==> src/rtl/mem_arbiter_pkg.sv <==
// Shared constants for the cache/memory arbiter: widths, block geometry,
// FSM state encodings and owner codes.
package mem_arbiter_pkg;

  localparam int ADDR_W     = 16;
  localparam int DATA_W     = 16;
  localparam int BLK_WORDS  = 8;
  localparam int BLK_BYTES  = 16;
  localparam int WORD_IDX_W = 3;

  typedef logic [ADDR_W-1:0]     addr_t;
  typedef logic [DATA_W-1:0]     data_t;
  typedef logic [WORD_IDX_W-1:0] word_idx_t;

  localparam logic [1:0] ST_IDLE  = 2'd0;
  localparam logic [1:0] ST_STORE = 2'd1;
  localparam logic [1:0] ST_FILL  = 2'd2;

  localparam logic OWNER_I = 1'b0;
  localparam logic OWNER_D = 1'b1;

  // Byte address of the first word of the block containing addr.
  function automatic addr_t blk_base(input addr_t addr);
    return addr & ~addr_t'(BLK_BYTES - 1);
  endfunction

endpackage

==> src/rtl/mem_arbiter_blk_word_counter.sv <==
// Word index counter within a cache block, with synchronous clear and
// a flag marking the last word of the block.
module blk_word_counter
  import mem_arbiter_pkg::*;
(
  input  logic      clk,
  input  logic      rst,
  input  logic      clr,
  input  logic      en,
  output word_idx_t cnt,
  output logic      last
);

  word_idx_t cnt_q, cnt_d;

  always_comb begin
    cnt_d = cnt_q;
    if (clr) begin
      cnt_d = '0;
    end else if (en) begin
      cnt_d = cnt_q + word_idx_t'(1);
    end
  end

  always_ff @(posedge clk) begin
    if (rst) begin
      cnt_q <= '0;
    end else begin
      cnt_q <= cnt_d;
    end
  end

  assign cnt  = cnt_q;
  assign last = (cnt_q == word_idx_t'(BLK_WORDS - 1));

endmodule

==> src/rtl/mem_arbiter.sv <==
// Shares one pipelined memory port between D-cache stores, D-cache fills and
// I-cache fills; fixed priority d_wr > d_miss > i_miss.
module mem_arbiter
  import mem_arbiter_pkg::*;
(
  input  logic      clk,
  input  logic      rst,
  input  logic      i_miss,
  input  addr_t     i_miss_addr,
  input  logic      d_miss,
  input  addr_t     d_miss_addr,
  input  logic      d_wr,
  input  addr_t     d_wr_addr,
  input  data_t     d_wr_data,
  output logic      mem_en,
  output logic      mem_wr,
  output addr_t     mem_addr,
  output data_t     mem_wdata,
  input  data_t     mem_rdata,
  input  logic      mem_rvalid,
  output logic      fill_we,
  output logic      fill_sel,
  output word_idx_t fill_word,
  output data_t     fill_data,
  output logic      i_fill_done,
  output logic      d_fill_done,
  output logic      d_wr_done
);

  // state | meaning
  // IDLE  | no operation in progress; arbitrate pending requests
  // STORE | one write cycle for the latched D store
  // FILL  | issue 8 block reads, steer 8 returns into the owner cache

  logic [1:0] state_q, state_d;
  logic       owner_q, owner_d;
  addr_t      blk_q, blk_d;
  addr_t      wr_addr_q, wr_addr_d;
  data_t      wr_data_q, wr_data_d;
  logic       issue_done_q, issue_done_d;

  word_idx_t  issue_cnt, recv_cnt;
  logic       issue_last, recv_last;
  logic       in_fill, in_store, issue_en, recv_en, cnt_clr;

  assign in_fill  = (state_q == ST_FILL);
  assign in_store = (state_q == ST_STORE);
  assign issue_en = in_fill && !issue_done_q;
  // Returns outside FILL belong to an aborted operation and are dropped.
  assign recv_en  = in_fill && mem_rvalid;
  assign cnt_clr  = !in_fill;

  blk_word_counter u_issue_cnt (
    .clk  (clk),
    .rst  (rst),
    .clr  (cnt_clr),
    .en   (issue_en),
    .cnt  (issue_cnt),
    .last (issue_last)
  );

  blk_word_counter u_recv_cnt (
    .clk  (clk),
    .rst  (rst),
    .clr  (cnt_clr),
    .en   (recv_en),
    .cnt  (recv_cnt),
    .last (recv_last)
  );

  always_comb begin
    state_d      = state_q;
    owner_d      = owner_q;
    blk_d        = blk_q;
    wr_addr_d    = wr_addr_q;
    wr_data_d    = wr_data_q;
    issue_done_d = issue_done_q;
    case (state_q)
      ST_IDLE: begin
        issue_done_d = 1'b0;
        if (d_wr) begin
          state_d   = ST_STORE;
          owner_d   = OWNER_D;
          wr_addr_d = d_wr_addr;
          wr_data_d = d_wr_data;
        end else if (d_miss) begin
          state_d = ST_FILL;
          owner_d = OWNER_D;
          blk_d   = blk_base(d_miss_addr);
        end else if (i_miss) begin
          state_d = ST_FILL;
          owner_d = OWNER_I;
          blk_d   = blk_base(i_miss_addr);
        end
      end
      ST_STORE: begin
        state_d = ST_IDLE;
      end
      ST_FILL: begin
        if (issue_en && issue_last) begin
          issue_done_d = 1'b1;
        end
        if (recv_en && recv_last) begin
          state_d = ST_IDLE;
        end
      end
      default: begin
        state_d = ST_IDLE;
      end
    endcase
  end

  always_ff @(posedge clk) begin
    if (rst) begin
      state_q      <= ST_IDLE;
      owner_q      <= 1'b0;
      blk_q        <= '0;
      wr_addr_q    <= '0;
      wr_data_q    <= '0;
      issue_done_q <= 1'b0;
    end else begin
      state_q      <= state_d;
      owner_q      <= owner_d;
      blk_q        <= blk_d;
      wr_addr_q    <= wr_addr_d;
      wr_data_q    <= wr_data_d;
      issue_done_q <= issue_done_d;
    end
  end

  always_comb begin
    mem_en    = in_store || issue_en;
    mem_wr    = in_store;
    mem_addr  = '0;
    mem_wdata = '0;
    if (in_store) begin
      mem_addr  = wr_addr_q;
      mem_wdata = wr_data_q;
    end else if (issue_en) begin
      mem_addr = blk_q | addr_t'({issue_cnt, 1'b0});
    end
  end

  assign d_wr_done   = in_store;
  assign fill_we     = recv_en;
  assign fill_sel    = owner_q;
  assign fill_word   = recv_cnt;
  assign fill_data   = recv_en ? mem_rdata : '0;
  assign i_fill_done = recv_en && recv_last && (owner_q == OWNER_I);
  assign d_fill_done = recv_en && recv_last && (owner_q == OWNER_D);

endmodule

==> config.mk <==
export PLATFORM = sky130hd
export DESIGN_NAME = mem_arbiter
export DESIGN_NICKNAME = d
export VERILOG_FILES = /design/src/rtl/mem_arbiter_pkg.sv /design/src/rtl/mem_arbiter_blk_word_counter.sv /design/src/rtl/mem_arbiter.sv
export SDC_FILE = /design/constraint.sdc
export NUM_CORES = 1
export LEC_CHECK = 0
export ABC_CLOCK_PERIOD_IN_PS = 1640
export BUFFER_PORTS_ARGS = -buffer_cell sky130_fd_sc_hd__buf_2
export CAP_MARGIN = 0
export CORE_MARGIN = 4
export CORE_UTILIZATION = 35
export CTS_CLUSTER_SIZE = 16
export DETAILED_ROUTE_END_ITERATION = 16
export GPL_ROUTABILITY_DRIVEN = 0
export PLACE_DENSITY = 0.66
export SYNTH_ARGS = -nofsm -noshare
export SYNTH_HDL_FRONTEND = slang
export SYNTH_SLANG_ARGS = --single-unit
==> constraint.sdc <==
create_clock -name clk -period 1.64 [get_ports clk]
set_input_delay 0.328 -clock clk [delete_from_list [all_inputs] [get_ports clk]]
set_output_delay 0.328 -clock clk [all_outputs]
set_load 0.02 [all_outputs]
==> results.yml, run 1 <==
status:
  status: "complete, but fails checks"
  violations: "setup timing"
global_route:
  antenna_found_initial: 0
  grt_max_degree: 37
  grt_pass1_wl_um: 11700
  track_usage_pct: 16.7
  grt_overflow: 0
  grt_pass1_vias: 2480
sta:
  tns_ps: -2930
  worstMarginPinSlew_ps: 334
  hold_viol: 0
  slew_viol_final: 0
  fin_crit_ps: 1760
  setup_viol: 51
  fin_ws_ps: -120
  period_share_pct: 107
  fin_hold_ws_ps: 252
  slew_headroom_pct: 77.7
  fmax_mhz: 568
  finalClockSkew_ps: 9.40
  rsz0062_at_grt: "yes"
critical_path:
  crit_path_max_fanout: 5
  critPathArrivalTime_ps: 1430
  critPathKind: "reg2out"
  required_ps: 1310
  cp-end-kind: "output port"
  cp-start-kind: "register"
yosys:
  yosysSeqAreaShare_pct: 42.5
  ys_ff_latch: 54
  synth_edf_count: 0
  synth_ff_type: "dfxtp_1"
  synth.largest_area_cell: "dfxtp_1"
  synthArstFlopShare_pct: 0
  synth_top_area_share_pct: 42.5
  yosysMostFrequentCell: "dfxtp_1"
  synth-simple-area-share_pct: 17.5
  syn_nets: 353
  avgSynthCellArea_um2: 9.67
  synth_compound_area_share_pct: 12.7
  synthTopCellsByCount: "54 x dfxtp_1, 48 x mux2i_1, 40 x nor2_1, 33 x and2_1, 15 x a22o_1"
  yosys_warnings: 0
  netlist_instances: 263
  synthAdderAreaFrac_pct: 1.97
  synth.area.mux_share_pct: 18.9
  synth_cell_types: 29
  synth_area_leaders: "dfxtp_1 43%, mux2i_1 19%, and2_1 8.1%"
  synth_top_family_by_area: "multiplexers"
  synth_xor_area_share_pct: 0.689
  syn-cell-area_um2: 2540
drt:
  drt_iter0_drc: 87
  avgViaCountPerCell: 4.81
  dr_total_vias: 2402
  routed_wirelength_um: 7460
  drc: 0
  wl_per_cell_um: 15.0
  antenna_left: 0
  dr.pass1.iters: 4
floorplanning:
  row_count: 30
  ios: 144
  fp.dieH_um: 93.2
  die-width_um: 93.2
  initial_core_util_pct: 36.8
  core_um2: 6910
  dieArea_um2: 8690
power_and_ir_drop:
  power.leakage_uw: 0.00187
  power_density_nw_per_um2: 757
  ir_drop_mv: 0.390
  finalPower_uw: 2970
placed_design:
  dp_worst_setup_slack_ps: 62.9
  portBuffers: 135
  dp_hpwl_um: 5180
finish:
  fillers: 637
  drive_above_1_share_pct: 49.6
  final_util_pct: 56.8
  area_growth_syn_to_layout_pct: 54.2
  num_antenna_cells: 0
  nets: 492
flow_run:
  drv_cap: 0
worst_hold_path:
  hp-class: "in2reg"
cts:
  cts_tree: "built"
  cts-root-buf: "clkbuf_8"
  clk_latency_ps: 300
  numCtsBuffers: 5
  cts.clk_slew.worst_paths_ps: 100
  htreeDepth: 2
  cts_hold_buf: 0
  clockBufferDepth: 2
  cts.sinks: 54
==> final timing paths <==
path | startpoint | to | slack, ps | cells after the start
hold / removal | d_wr_data[7] | wr_data_q[7] | 250 | 3
setup reg to reg | state_q[1] | wr_data_q[0] | 120 | 6
hold reg to reg | wr_addr_q[7] | wr_addr_q[7] | 510 | 2
setup / recovery | state_q[1] | fill_data[4] | -120 | 5
==> cell families (layout without fill, tap and decap cells) <==
kind of cell | Yosys count | count (layout)
flops | 54 | 54
buf+inv | 23 | 163
xor+xnor | 2 | 2
mux | 48 | 48
simple gates | 87 | 87
fa+ha+maj | 4 | 4
compound gates | 45 | 45
==> sequential cells by signal (all words and copies together), names as in the netlist <==
name	cells
fill_sel	1
wr_data_q	16
u_issue_cnt.cnt	3
wr_addr_q	16
issue_done_q	1
state_q	2
u_recv_cnt.cnt	3
blk_q	12
==> critical path: stages (launching register included) <==
cell and delay, ps:
dfxtp_2 340, buf_6 120, and3b_2 230, buf_6 140, and2_1 170, buf_6 130
==> where the power goes <==
group,internal [uW],switching [uW],total (uW)
Clock,350,432,782
Sequential,1400,54.5,1460
Combinational,375,350,725
Total,2130,837,2970
==> layout make-up <==
class,instances,area [um2],area share (%)
clock buffer,7,86.3,2.20
clock inverter,1,8.76,0.223
inverter,1,3.75,0.0958
multi-input combinational,186,1410,36.0
sequential,54,1090,27.7
tap,96,120,3.06
timing repair buffer,154,1200,30.7
==> through the flow <==
| stage | area, um2 | cells |
|---|---|---|
| final | 3920 | 499 |
| after global routing | 3920 | 499 |
| after CTS | 3850 | 498 |
| after detailed placement | 3340 | 486 |
| after global placement | 3340 | 486 |
| after floorplan | 2540 | 263 |
==> per-layer routing <==
layer / up-vias / GRT usage [%] / wire length (um)
met5: - / 0 / 0
met4: 0 / 5.13 / 163
met3: 13 / 4.18 / 564
met2: 94 / 29.6 / 3740
met1: 1114 / 19.6 / 3000
li1: 1181 / - / -
==> layout by cell type, fill, tap and decap left out, types with 2 or more instances in the layout <==
cell,count
a211oi_1,12
a21oi_1,14
a22o_1,15
and2_1,10
and2_4,24
buf_12,3
buf_2,82
buf_4,12
buf_6,57
clkbuf_8,6
dfxtp_1,52
ha_1,4
mux2i_1,48
nor2_1,39
nor2_2,2
nor2b_4,2
==> what timing repair did <==
item | in CTS | in global routing
setup endpoints to repair | 54 | 54
pin swaps | 12 | 10
cloned | 1 | 0
hold endpoints to repair | 0 | 0
buffers inserted | 3 | 1
resized for setup | 124 | 23
Note: power is estimated with default switching activity, not from simulation.
==> inputs of run 2 (changes only) <==
Settings changed: CORE_MARGIN 4 to not set.
==> run 2 against run 1 <==
Wire length rose by 2.3%. Clock skew fell by 2.2 ps. Power rose by 2.9%. Critical endpoint is now mem_addr[3]. Core utilization rose by 1.9 points. Die area fell by 12%. Maximum frequency fell by 3.5%. Clock power rose by 3%. The run still ends with setup timing left. Combinational power rose by 9.2%. Clock-buffer cell count fell by 1. Largest cell class unchanged.
==> results.yml, run 2 (synthesis gave the netlist of run 1 again) <==
floorplanning:
  initial_core_util_pct: 36.8
  dieArea_um2: 7610
  fp.dieH_um: 87.2
  row_count: 30
  ios: 144
  core_um2: 6910
  die-width_um: 87.2
sta:
  finalClockSkew_ps: 7.23
  period_share_pct: 111
  fin_crit_ps: 1820
  rsz0062_at_grt: "yes"
  setup_viol: 55
  slew_headroom_pct: 77.4
  worstMarginPinSlew_ps: 338
  fin_ws_ps: -184
  slew_viol_final: 0
  hold_viol: 0
  fmax_mhz: 548
  fin_hold_ws_ps: 243
critical_path:
  cp-start-kind: "register"
  critPathKind: "reg2out"
  critPathArrivalTime_ps: 1500
  crit_path_max_fanout: 7
  cp-end-kind: "output port"
  required_ps: 1310
cts:
  cts.clk_slew.worst_paths_ps: 100
  clk_latency_ps: 310
  numCtsBuffers: 5
  cts-root-buf: "clkbuf_8"
  htreeDepth: 2
  cts_hold_buf: 0
  cts.sinks: 54
  cts_tree: "built"
  clockBufferDepth: 2
drt:
  routed_wirelength_um: 7630
  antenna_left: 0
  avgViaCountPerCell: 4.80
  wl_per_cell_um: 15.0
  dr.pass1.iters: 4
  dr_total_vias: 2443
  drt_iter0_drc: 106
  drc: 0
worst_hold_path:
  hp-class: "in2reg"
finish:
  drive_above_1_share_pct: 51.8
  fillers: 606
  num_antenna_cells: 0
  area_growth_syn_to_layout_pct: 59.4
  final_common_cell: "buf_2"
  nets: 502
  multi_input_area_um2: 1420
  reg_top3: "wr_addr_q x16, wr_data_q x16, blk_q x12"
  ff_latch_area_um2: 1090
  final_cell_mix: "82 x buf_2, 61 x buf_6, 52 x dfxtp_1, 48 x mux2i_1, 40 x nor2_1"
global_route:
  grt_pass1_vias: 2334
  grt_max_degree: 26
  track_usage_pct: 19.6
  antenna_found_initial: 0
  grt_pass1_wl_um: 11400
  grt_overflow: 0
status:
  status: "complete, but fails checks"
  violations: "setup timing"
power_and_ir_drop:
  ir_drop_mv: 0.416
  power_density_nw_per_um2: 753
  power.leakage_uw: 0.00195
  finalPower_uw: 3050
placed_design:
  dp_hpwl_um: 4690
  portBuffers: 135
flow_run:
  drv_cap: 0
==> run 2: changes by cell type in the layout (fill, tap and decap cells not counted), moves of 2 or more <==
| cell | previous run | this run |
|---|---|---|
| and2_4 | 24 | 30 |
| and2_1 | 10 | 4 |
| buf_12 | 3 | 0 |
| clkinv_4 | 0 | 2 |
| buf_6 | 57 | 61 |
| buf_16 | 0 | 2 |
| buf_4 | 12 | 17 |
==> run 2: critical path: stages (launching register included) <==
cell and delay (ps):
dfxtp_2 340, buf_6 120, nor2_4 150, buf_6 160, buf_16 130, a22o_1 160, buf_6 120
==> run 2: area by class of cell <==
| class | instances | area share (%) |
|---|---|---|
| Clock inverter | 2 | 0.432 |
| Multi-Input combinational cell | 186 | 35.1 |
| Timing Repair Buffer | 164 | 32.6 |
| Sequential cell | 54 | 26.8 |
| Inverter | 1 | 0.0926 |
| Tap cell | 96 | 2.96 |
| Clock buffer | 6 | 2.04 |
==> run 2: power breakdown <==
part / internal (uW) / switching, uW / leakage (uW)
logic: 419 / 373 / 0.00145
clock network: 349 / 453 / 0.0000514
registers: 1400 / 54.5 / 0.000444
total: 2170 / 881 / 0.00195
==> run 2: routing by layer <==
layer / vias to the layer above / track usage (%) / part of all wire (%)
met4: 0 / 6.11 / 1.5
met1: 1127 / 23.5 / 41
li1: 1207 / - / -
met5: - / 0 / 0
met2: 99 / 35.2 / 51
met3: 10 / 3.70 / 6.0
==> run 2: worst paths after layout <==
kind / slack, ps / startpoint / cells after the start / endpoint
max reg2reg: -10 / state_q[0] / 7 / wr_data_q[14]
max: -180 / state_q[1] / 6 / mem_addr[3]
min: 240 / d_wr_addr[4] / 3 / wr_addr_q[4]
min reg2reg: 510 / wr_addr_q[8] / 2 / wr_addr_q[8]
==> run 2: repair_timing <==
item,in CTS,in global routing
resized for setup,154,8
hold endpoints to repair,0,0
setup buffers,5,4
endpoints found under the setup margin,52,56
pin swaps,19,16
gates cloned,5,1
==> run 2: metrics by stage <==
stage / std cells / utilization, % / setup TNS (ps) / worst slack [ps] / instance area, um2
detailed placement: 488 / 48.5 / 0 / 70.4 / 3350
CTS: 506 / 58.1 / -6320 / -179 / 4010
finish: 509 / 58.7 / -6910 / -184 / 4050
global placement: 488 / 48.5 / 0 / 100 / 3350
floorplan: 263 / - / 0 / 20.0 / 2540
global route: 509 / 58.7 / -9980 / -234 / 4050
